===== src/rtl/sprite_draw_sequencer_pkg.sv =====
// Shared widths, state encoding and ROM base helper for the sprite draw sequencer.
package sprite_draw_sequencer_pkg;

    localparam int X_W              = 8;
    localparam int Y_W              = 7;
    localparam int ADDR_W           = 15;
    localparam int SPRITE_WORDS_DEF = 3600;

    typedef enum logic [2:0] {
        ST_IDLE      = 3'd0,
        ST_LOAD      = 3'd1,
        ST_START     = 3'd2,
        ST_WAIT_ACK  = 3'd3,
        ST_WAIT_DONE = 3'd4
    } seq_state_t;

    // Sprite ROM base; parameter limits guarantee the product fits ADDR_W.
    function automatic logic [ADDR_W-1:0] sprite_base(input int unsigned idx,
                                                       input int unsigned words);
        return ADDR_W'(idx * words);
    endfunction

endpackage


===== src/rtl/sprite_draw_sequencer_if.sv =====
// Request and drawer-side signals of the sprite draw sequencer.
interface sprite_draw_sequencer_if #(parameter int SPRITE_BITS = 2);
    import sprite_draw_sequencer_pkg::*;

    logic                   req_valid;
    logic                   req_ready;
    logic [X_W-1:0]         req_x;
    logic [Y_W-1:0]         req_y;
    logic [SPRITE_BITS-1:0] req_sprite;
    logic [X_W-1:0]         draw_x;
    logic [Y_W-1:0]         draw_y;
    logic [ADDR_W-1:0]      start_address;
    logic                   start;
    logic                   shape_done;
    logic                   busy;
    logic                   err_timeout;
    logic [7:0]             shapes_drawn;

    modport master (
        input  req_valid, req_x, req_y, req_sprite, shape_done,
        output req_ready, draw_x, draw_y, start_address, start,
               busy, err_timeout, shapes_drawn
    );

    modport slave (
        output req_valid, req_x, req_y, req_sprite, shape_done,
        input  req_ready, draw_x, draw_y, start_address, start,
               busy, err_timeout, shapes_drawn
    );

endinterface


===== src/rtl/sprite_draw_sequencer_draw_req_fifo.sv =====
// Generic synchronous FIFO, head visible combinationally; a pushed word is poppable next cycle.
// Push ignored when full, pop ignored when empty; full/empty are pure state, no same-cycle pass-through.
module draw_req_fifo #(
    parameter int WIDTH = 8,
    parameter int DEPTH = 4
) (
    input  logic             clock,
    input  logic             resetn,
    input  logic             push,
    input  logic [WIDTH-1:0] push_dat,
    input  logic             pop,
    output logic [WIDTH-1:0] pop_dat,
    output logic             full,
    output logic             empty
);
    localparam int AW = $clog2(DEPTH);

    logic [WIDTH-1:0] mem [DEPTH];
    logic [AW:0]      wr_ptr;
    logic [AW:0]      rd_ptr;
    logic             do_push;
    logic             do_pop;

    assign full    = (wr_ptr[AW] != rd_ptr[AW]) && (wr_ptr[AW-1:0] == rd_ptr[AW-1:0]);
    assign empty   = (wr_ptr == rd_ptr);
    assign do_push = push && !full;
    assign do_pop  = pop && !empty;
    assign pop_dat = mem[rd_ptr[AW-1:0]];

    always_ff @(posedge clock) begin
        if (do_push) begin
            mem[wr_ptr[AW-1:0]] <= push_dat;
        end
    end

    always_ff @(posedge clock or negedge resetn) begin
        if (!resetn) begin
            wr_ptr <= '0;
            rd_ptr <= '0;
        end else begin
            if (do_push) wr_ptr <= wr_ptr + 1'b1;
            if (do_pop)  rd_ptr <= rd_ptr + 1'b1;
        end
    end

endmodule


===== src/rtl/sprite_draw_sequencer.sv =====
// Queues sprite draw requests and hands each to the shape drawer: operands, start pulse, busy/done wait.
// Start pulses 3 cycles after acceptance into an empty queue; requests arriving while full are dropped.
module sprite_draw_sequencer
    import sprite_draw_sequencer_pkg::*;
#(
    parameter int FIFO_DEPTH   = 4,
    parameter int SPRITE_BITS  = 2,
    parameter int SPRITE_WORDS = SPRITE_WORDS_DEF,
    parameter int ACK_TIMEOUT  = 8
) (
    input  logic                    clock,
    input  logic                    resetn,
    sprite_draw_sequencer_if.master bus
);
    localparam int CNT_W = $clog2(ACK_TIMEOUT + 1);

    typedef struct packed {
        logic [X_W-1:0]         x;
        logic [Y_W-1:0]         y;
        logic [SPRITE_BITS-1:0] sprite;
    } req_t;

    req_t              push_req;
    req_t              head;
    logic              fifo_full;
    logic              fifo_empty;
    logic              pop;

    seq_state_t        state;
    logic [CNT_W-1:0]  ack_cnt;
    logic [X_W-1:0]    draw_x_q;
    logic [Y_W-1:0]    draw_y_q;
    logic [ADDR_W-1:0] addr_q;
    logic              start_q;
    logic              busy_q;
    logic              err_q;
    logic [7:0]        drawn_q;

    assign push_req = '{x: bus.req_x, y: bus.req_y, sprite: bus.req_sprite};
    assign pop      = (state == ST_IDLE) && !fifo_empty && bus.shape_done;

    draw_req_fifo #(
        .WIDTH ($bits(req_t)),
        .DEPTH (FIFO_DEPTH)
    ) u_fifo (
        .clock    (clock),
        .resetn   (resetn),
        .push     (bus.req_valid),
        .push_dat (push_req),
        .pop      (pop),
        .pop_dat  (head),
        .full     (fifo_full),
        .empty    (fifo_empty)
    );

    // start is registered out of START, so the drawer sees it during the first WAIT_ACK cycle.
    always_ff @(posedge clock or negedge resetn) begin
        if (!resetn) begin
            state    <= ST_IDLE;
            ack_cnt  <= '0;
            draw_x_q <= '0;
            draw_y_q <= '0;
            addr_q   <= '0;
            start_q  <= 1'b0;
            busy_q   <= 1'b0;
            err_q    <= 1'b0;
            drawn_q  <= '0;
        end else begin
            start_q <= 1'b0;
            unique case (state)
                ST_IDLE: begin
                    if (pop) begin
                        draw_x_q <= head.x;
                        draw_y_q <= head.y;
                        addr_q   <= sprite_base(32'(head.sprite), SPRITE_WORDS);
                        state    <= ST_LOAD;
                        busy_q   <= 1'b1;
                    end
                end
                ST_LOAD: begin
                    state <= ST_START;
                end
                ST_START: begin
                    start_q <= 1'b1;
                    ack_cnt <= '0;
                    state   <= ST_WAIT_ACK;
                end
                ST_WAIT_ACK: begin
                    if (!bus.shape_done) begin
                        state <= ST_WAIT_DONE;
                    end else if (ack_cnt == CNT_W'(ACK_TIMEOUT - 1)) begin
                        // Drawer never went busy: drop this request and move on.
                        err_q  <= 1'b1;
                        state  <= ST_IDLE;
                        busy_q <= 1'b0;
                    end else begin
                        ack_cnt <= ack_cnt + 1'b1;
                    end
                end
                ST_WAIT_DONE: begin
                    if (bus.shape_done) begin
                        drawn_q <= drawn_q + 8'd1;
                        state   <= ST_IDLE;
                        busy_q  <= 1'b0;
                    end
                end
                default: begin
                    state  <= ST_IDLE;
                    busy_q <= 1'b0;
                end
            endcase
        end
    end

    assign bus.req_ready     = !fifo_full;
    assign bus.draw_x        = draw_x_q;
    assign bus.draw_y        = draw_y_q;
    assign bus.start_address = addr_q;
    assign bus.start         = start_q;
    assign bus.busy          = busy_q;
    assign bus.err_timeout   = err_q;
    assign bus.shapes_drawn  = drawn_q;

endmodule


===== src/flat_wrapper.sv =====
// flat-port wrapper written by rule: the top's interface ports become plain ports
module sprite_draw_sequencer_flat import sprite_draw_sequencer_pkg::*;
#(
    parameter int FIFO_DEPTH   = 4,
    parameter int SPRITE_BITS  = 2,
    parameter int SPRITE_WORDS = SPRITE_WORDS_DEF,
    parameter int ACK_TIMEOUT  = 8
)
  (clock, resetn, bus_req_valid, bus_req_x, bus_req_y, bus_req_sprite, bus_shape_done, bus_req_ready, bus_draw_x, bus_draw_y, bus_start_address, bus_start, bus_busy, bus_err_timeout, bus_shapes_drawn);
  sprite_draw_sequencer_if #(.SPRITE_BITS(SPRITE_BITS)) bus_i ();
  input  logic clock;
  input  logic resetn;
  input wire logic [$bits(bus_i.req_valid)-1:0] bus_req_valid;
  input wire logic [$bits(bus_i.req_x)-1:0] bus_req_x;
  input wire logic [$bits(bus_i.req_y)-1:0] bus_req_y;
  input wire logic [$bits(bus_i.req_sprite)-1:0] bus_req_sprite;
  input wire logic [$bits(bus_i.shape_done)-1:0] bus_shape_done;
  output wire logic [$bits(bus_i.req_ready)-1:0] bus_req_ready;
  output wire logic [$bits(bus_i.draw_x)-1:0] bus_draw_x;
  output wire logic [$bits(bus_i.draw_y)-1:0] bus_draw_y;
  output wire logic [$bits(bus_i.start_address)-1:0] bus_start_address;
  output wire logic [$bits(bus_i.start)-1:0] bus_start;
  output wire logic [$bits(bus_i.busy)-1:0] bus_busy;
  output wire logic [$bits(bus_i.err_timeout)-1:0] bus_err_timeout;
  output wire logic [$bits(bus_i.shapes_drawn)-1:0] bus_shapes_drawn;
  assign bus_i.req_valid = bus_req_valid;
  assign bus_i.req_x = bus_req_x;
  assign bus_i.req_y = bus_req_y;
  assign bus_i.req_sprite = bus_req_sprite;
  assign bus_i.shape_done = bus_shape_done;
  assign bus_req_ready = bus_i.req_ready;
  assign bus_draw_x = bus_i.draw_x;
  assign bus_draw_y = bus_i.draw_y;
  assign bus_start_address = bus_i.start_address;
  assign bus_start = bus_i.start;
  assign bus_busy = bus_i.busy;
  assign bus_err_timeout = bus_i.err_timeout;
  assign bus_shapes_drawn = bus_i.shapes_drawn;
  sprite_draw_sequencer #(.FIFO_DEPTH(FIFO_DEPTH), .SPRITE_BITS(SPRITE_BITS), .SPRITE_WORDS(SPRITE_WORDS), .ACK_TIMEOUT(ACK_TIMEOUT)) u_core (.clock(clock), .resetn(resetn), .bus(bus_i));
endmodule

===== config.mk =====
export PLATFORM = sky130hd
export DESIGN_NAME = sprite_draw_sequencer_flat
export DESIGN_NICKNAME = d
export VERILOG_FILES = /design/src/rtl/sprite_draw_sequencer_pkg.sv /design/src/rtl/sprite_draw_sequencer_if.sv /design/src/rtl/sprite_draw_sequencer_draw_req_fifo.sv /design/src/rtl/sprite_draw_sequencer.sv /design/src/flat_wrapper.sv
export SDC_FILE = /design/constraint.sdc
export NUM_CORES = 1
export LEC_CHECK = 0
export ABC_CLOCK_PERIOD_IN_PS = 5600
export CAP_MARGIN = 20
export CORE_AREA = 2 2 106 108
export CTS_BUF_LIST = sky130_fd_sc_hd__clkbuf_4 sky130_fd_sc_hd__clkbuf_8
export CTS_CLUSTER_SIZE = 24
export DETAILED_ROUTE_END_ITERATION = 10
export DIE_AREA = 0 0 108 110
export DONT_BUFFER_PORTS = 1
export PLACE_DENSITY = 0.68
export SLEW_MARGIN = 10
export SYNTH_ARGS = -nofsm -noshare
export SYNTH_HDL_FRONTEND = slang
export SYNTH_SLANG_ARGS = --single-unit
export TNS_END_PERCENT = 1

===== constraint.sdc =====
create_clock -name clock -period 5.6 [get_ports clock]
set_input_delay 0.56 -clock clock [delete_from_list [all_inputs] [get_ports clock]]
set_output_delay 0.56 -clock clock [all_outputs]
set_load 0.005 [all_outputs]

==> flow_metrics.env <==
export IMPL_core_um2=10700
export IMPL_area_delta_synth_final_pct=9.63
export IMPL_syn_cell_area_um2=4770
export IMPL_reg2reg_from="u_core.u_fifo.rd_ptr[1]"
export IMPL_die_h_um=110
export IMPL_critPathSlowestCell="dfrtp_1"
export IMPL_synthArstFlopShare=0.398
export IMPL_gr_usage_met1=0.180
export IMPL_slew_headroom=0.379
export IMPL_crit_required_ps=5630
export IMPL_overflow=0
export IMPL_ys_warn_count=0
export IMPL_vdd_drop_max_mv=0.325
export IMPL_final_cell_mix="68 x edfxtp_1, 45 x dfrtp_1, 17 x mux2_4, 17 x clkbuf_8"
export IMPL_max_freq_ghz=0.361
export IMPL_p_int_w=0.00189
export IMPL_setup_ws_ps=2830
export IMPL_rows=38
export IMPL_fin_nets=310
export IMPL_place_hpwl_um=4810
export IMPL_layout_drive_gt1_share=0.243
export IMPL_seq_power_share=0.487
export IMPL_insertion_delay_ps=410
export IMPL_wirelength_um=8080
export IMPL_final_core_util=0.489
export IMPL_worst_setup_path_start_kind="flop"
export IMPL_clock_path_buffers=2
export IMPL_clkPwrFrac=0.254
export IMPL_critical_path_max_stage_delay_ps=940
export IMPL_grt_pass1_wl_um=12900
export IMPL_clkTransAtPathRegs_ps=70
export IMPL_cts_tree="done"
export IMPL_drtPass1Iterations=4
export IMPL_drc=0
export IMPL_ant_nets=0
export IMPL_io_pins=63
export IMPL_reg2regPathDepth=3
export IMPL_syn_area_per_cell_um2=17.7
export IMPL_power_switching_w=0.000888
export IMPL_htreeDepth=4
export IMPL_pwr_share_comb=0.259
export IMPL_skew_ps=13.2
export IMPL_crit_type="reg -> reg"
export IMPL_die_w_um=108
export IMPL_globalRoute_busiestLayer="met2"
export IMPL_finalCriticalPeriod_ps=2770
export IMPL_grtUsageMet3=0.0723
export IMPL_critPathLaunch="u_core.u_fifo.rd_ptr[1]"
export IMPL_post_cts_resized=0
export IMPL_io_buffers=0
export IMPL_worstHoldStart="bus_shape_done"
export IMPL_met2_usage=0.237
export IMPL_start_util=0.446
export IMPL_ys_seq_elements=113
export IMPL_tns_ps=0
export IMPL_hold_depth=1
export IMPL_stdcell_count=432
export IMPL_worstPathCellList="xnor2_1 > a31oi_1 > and2_1"
export IMPL_worstMarginPinSlew_ps=931
export IMPL_diodes=0
export IMPL_grtUsageTotal=0.149
export IMPL_cts_sinks=113
export IMPL_dp_cells=398
export IMPL_via_count=2281
export IMPL_grt_pass1_vias=2337
export IMPL_synthDistinctLibCells=42
export IMPL_arrival_ps=2800
export IMPL_crit_path_end_kind="flop"
export IMPL_pre_cts_slack_ps=2750
export IMPL_drtIter0Drc=218
export IMPL_hp_class="in -> reg"
export IMPL_powerDensity_nw_per_um2=532
export IMPL_final_hold_violation_count=0
export IMPL_antenna_found_initial=0
export IMPL_grt_max_degree=46
export IMPL_cts_buffers=17
export IMPL_cp_max_fo=21
export IMPL_netlist_instances=269
export IMPL_maxSlewViolCount=0
export IMPL_cap_violations=0
export IMPL_gp_congestion=0.699
export IMPL_p_leak_nw=2.00
export IMPL_outcome="finished, final reports clean"
export IMPL_avgRoutedWirePerCell_um=18.7
export IMPL_rsz0062_at_grt="no"
export IMPL_synth_edf_count=68
export IMPL_fin_crit_sh=0.495
export IMPL_switching_share=0.319
export IMPL_vias_per_cell=5.28
export IMPL_yosys_most_used_dff="edfxtp_1"
export IMPL_setup_viol=0
export IMPL_synth_seq_area_share=0.664
export IMPL_die_area_um2=11900
export IMPL_clock_root_buffer="clkbuf_8"
export IMPL_final_common_cell="edfxtp_1"
[worst max-delay path, delay by kind of cell (launching register included)]
kind,cells,cell delay [ps]
compound gates,1,400
flops,1,940
xor+xnor,1,250
simple gates,1,810
[state kept, by name, indices dropped and copies added (netlist names)]
name,flops
u_core.u_fifo.mem,68
u_core.bus.shapes_drawn,8
u_core.bus.draw_y,7
u_core.u_fifo.rd_ptr,3
u_core.u_fifo.wr_ptr,3
u_core.bus.start,1
u_core.bus.busy,1
u_core.bus.err_timeout,1
u_core.ack_cnt,4
u_core.bus.start_address,6
u_core.state,3
u_core.bus.draw_x,8
[area by class of cell]
cell class,instances,area (um2)
clock buffers,17,234
multi-input cells,135,1430
flip-flops and latches,113,3170
fillers,916,5470
inverters,7,26.3
clock inverters,15,134
well taps,140,175
repair buffers,5,60.1
[layer usage]
layer	wire length, um	share of wire	vias to the layer above
met3	679	0.084	4
met4	53	0.0066	0
li1	-	-	1041
met5	0	0	-
met1	3520	0.44	1170
met2	3830	0.47	66
[power groups by stage]
| stage | clock [W] | combinational [W] | sequential, W |
|---|---|---|---|
| finish | 0.000706 | 0.000721 | 0.00135 |
| global route | 0.000769 | 0.000804 | 0.00139 |
| CTS | 0.000727 | 0.000738 | 0.00136 |
| detailed placement | 0 | 0.000721 | 0.00137 |
| global placement | 0 | 0.000705 | 0.00136 |
| floorplan | 0 | 0.000676 | 0.00127 |
[cells by family after synthesis]
kind of cell,count (synthesis),synth area share
fa+ha+maj,10,0.0262
simple gates,39,0.0483
mux,42,0.159
buf+inv,28,0.0428
other cells,1,0.000786
flops,113,0.664
xor+xnor,16,0.0294
compound gates,20,0.0291
[cell usage after synthesis (all sizes together) (2+ instances only)]
cell    count  area [um2]
a21oi       6        30.0
a221o       2        20.0
a31oi       4        25.0
and2        4        25.0
and3        2        12.5
and4        2        17.5
buf        18         166
clkbuf      3        11.3
dfrtp      45        1130
edfxtp     68        2040
ha         10         125
inv         7        26.3
mux2       23         323
mux2i       2        20.0
mux4       17         417
nand2       7        26.3
nand3       4        20.0
nand4       5        31.3
nor2        4        15.0
nor2b       3        18.8
nor3        2        10.0
nor4b       2        23.8
o311ai      2        17.5
xnor2      10        87.6
xor2        6        52.6
[stage by stage]
step	power (W)	instance area (um2)	hold WS, ps
2_1_floorplan	0.00195	4800	264
5_1_grt	0.00296	5230	172
3_5_place_dp	0.00210	4820	266
4_1_cts	0.00282	5230	180
6_report	0.00278	5230	210
3_3_place_gp	0.00207	4820	265
[path summary, 6_finish.rpt]
kind / end / slack, ps
max in group asynchronous: u_core.bus.shapes_drawn[1] / 4680
min in group asynchronous: u_core.bus.start_address[11] / 710
worst max register to register: u_core.u_fifo.mem[1][1] / 2830
worst min register to register: u_core.u_fifo.wr_ptr[2] / 500
worst min-delay path: u_core.state[2] / 210
worst max-delay path: u_core.u_fifo.mem[1][1] / 2830
[what timing repair did]
action | CTS | global route
buffers inserted | 0 | 0
hold endpoints to repair | 45 | 0
hold buffers | 2 | 0
(Power assumes the default switching activity.)
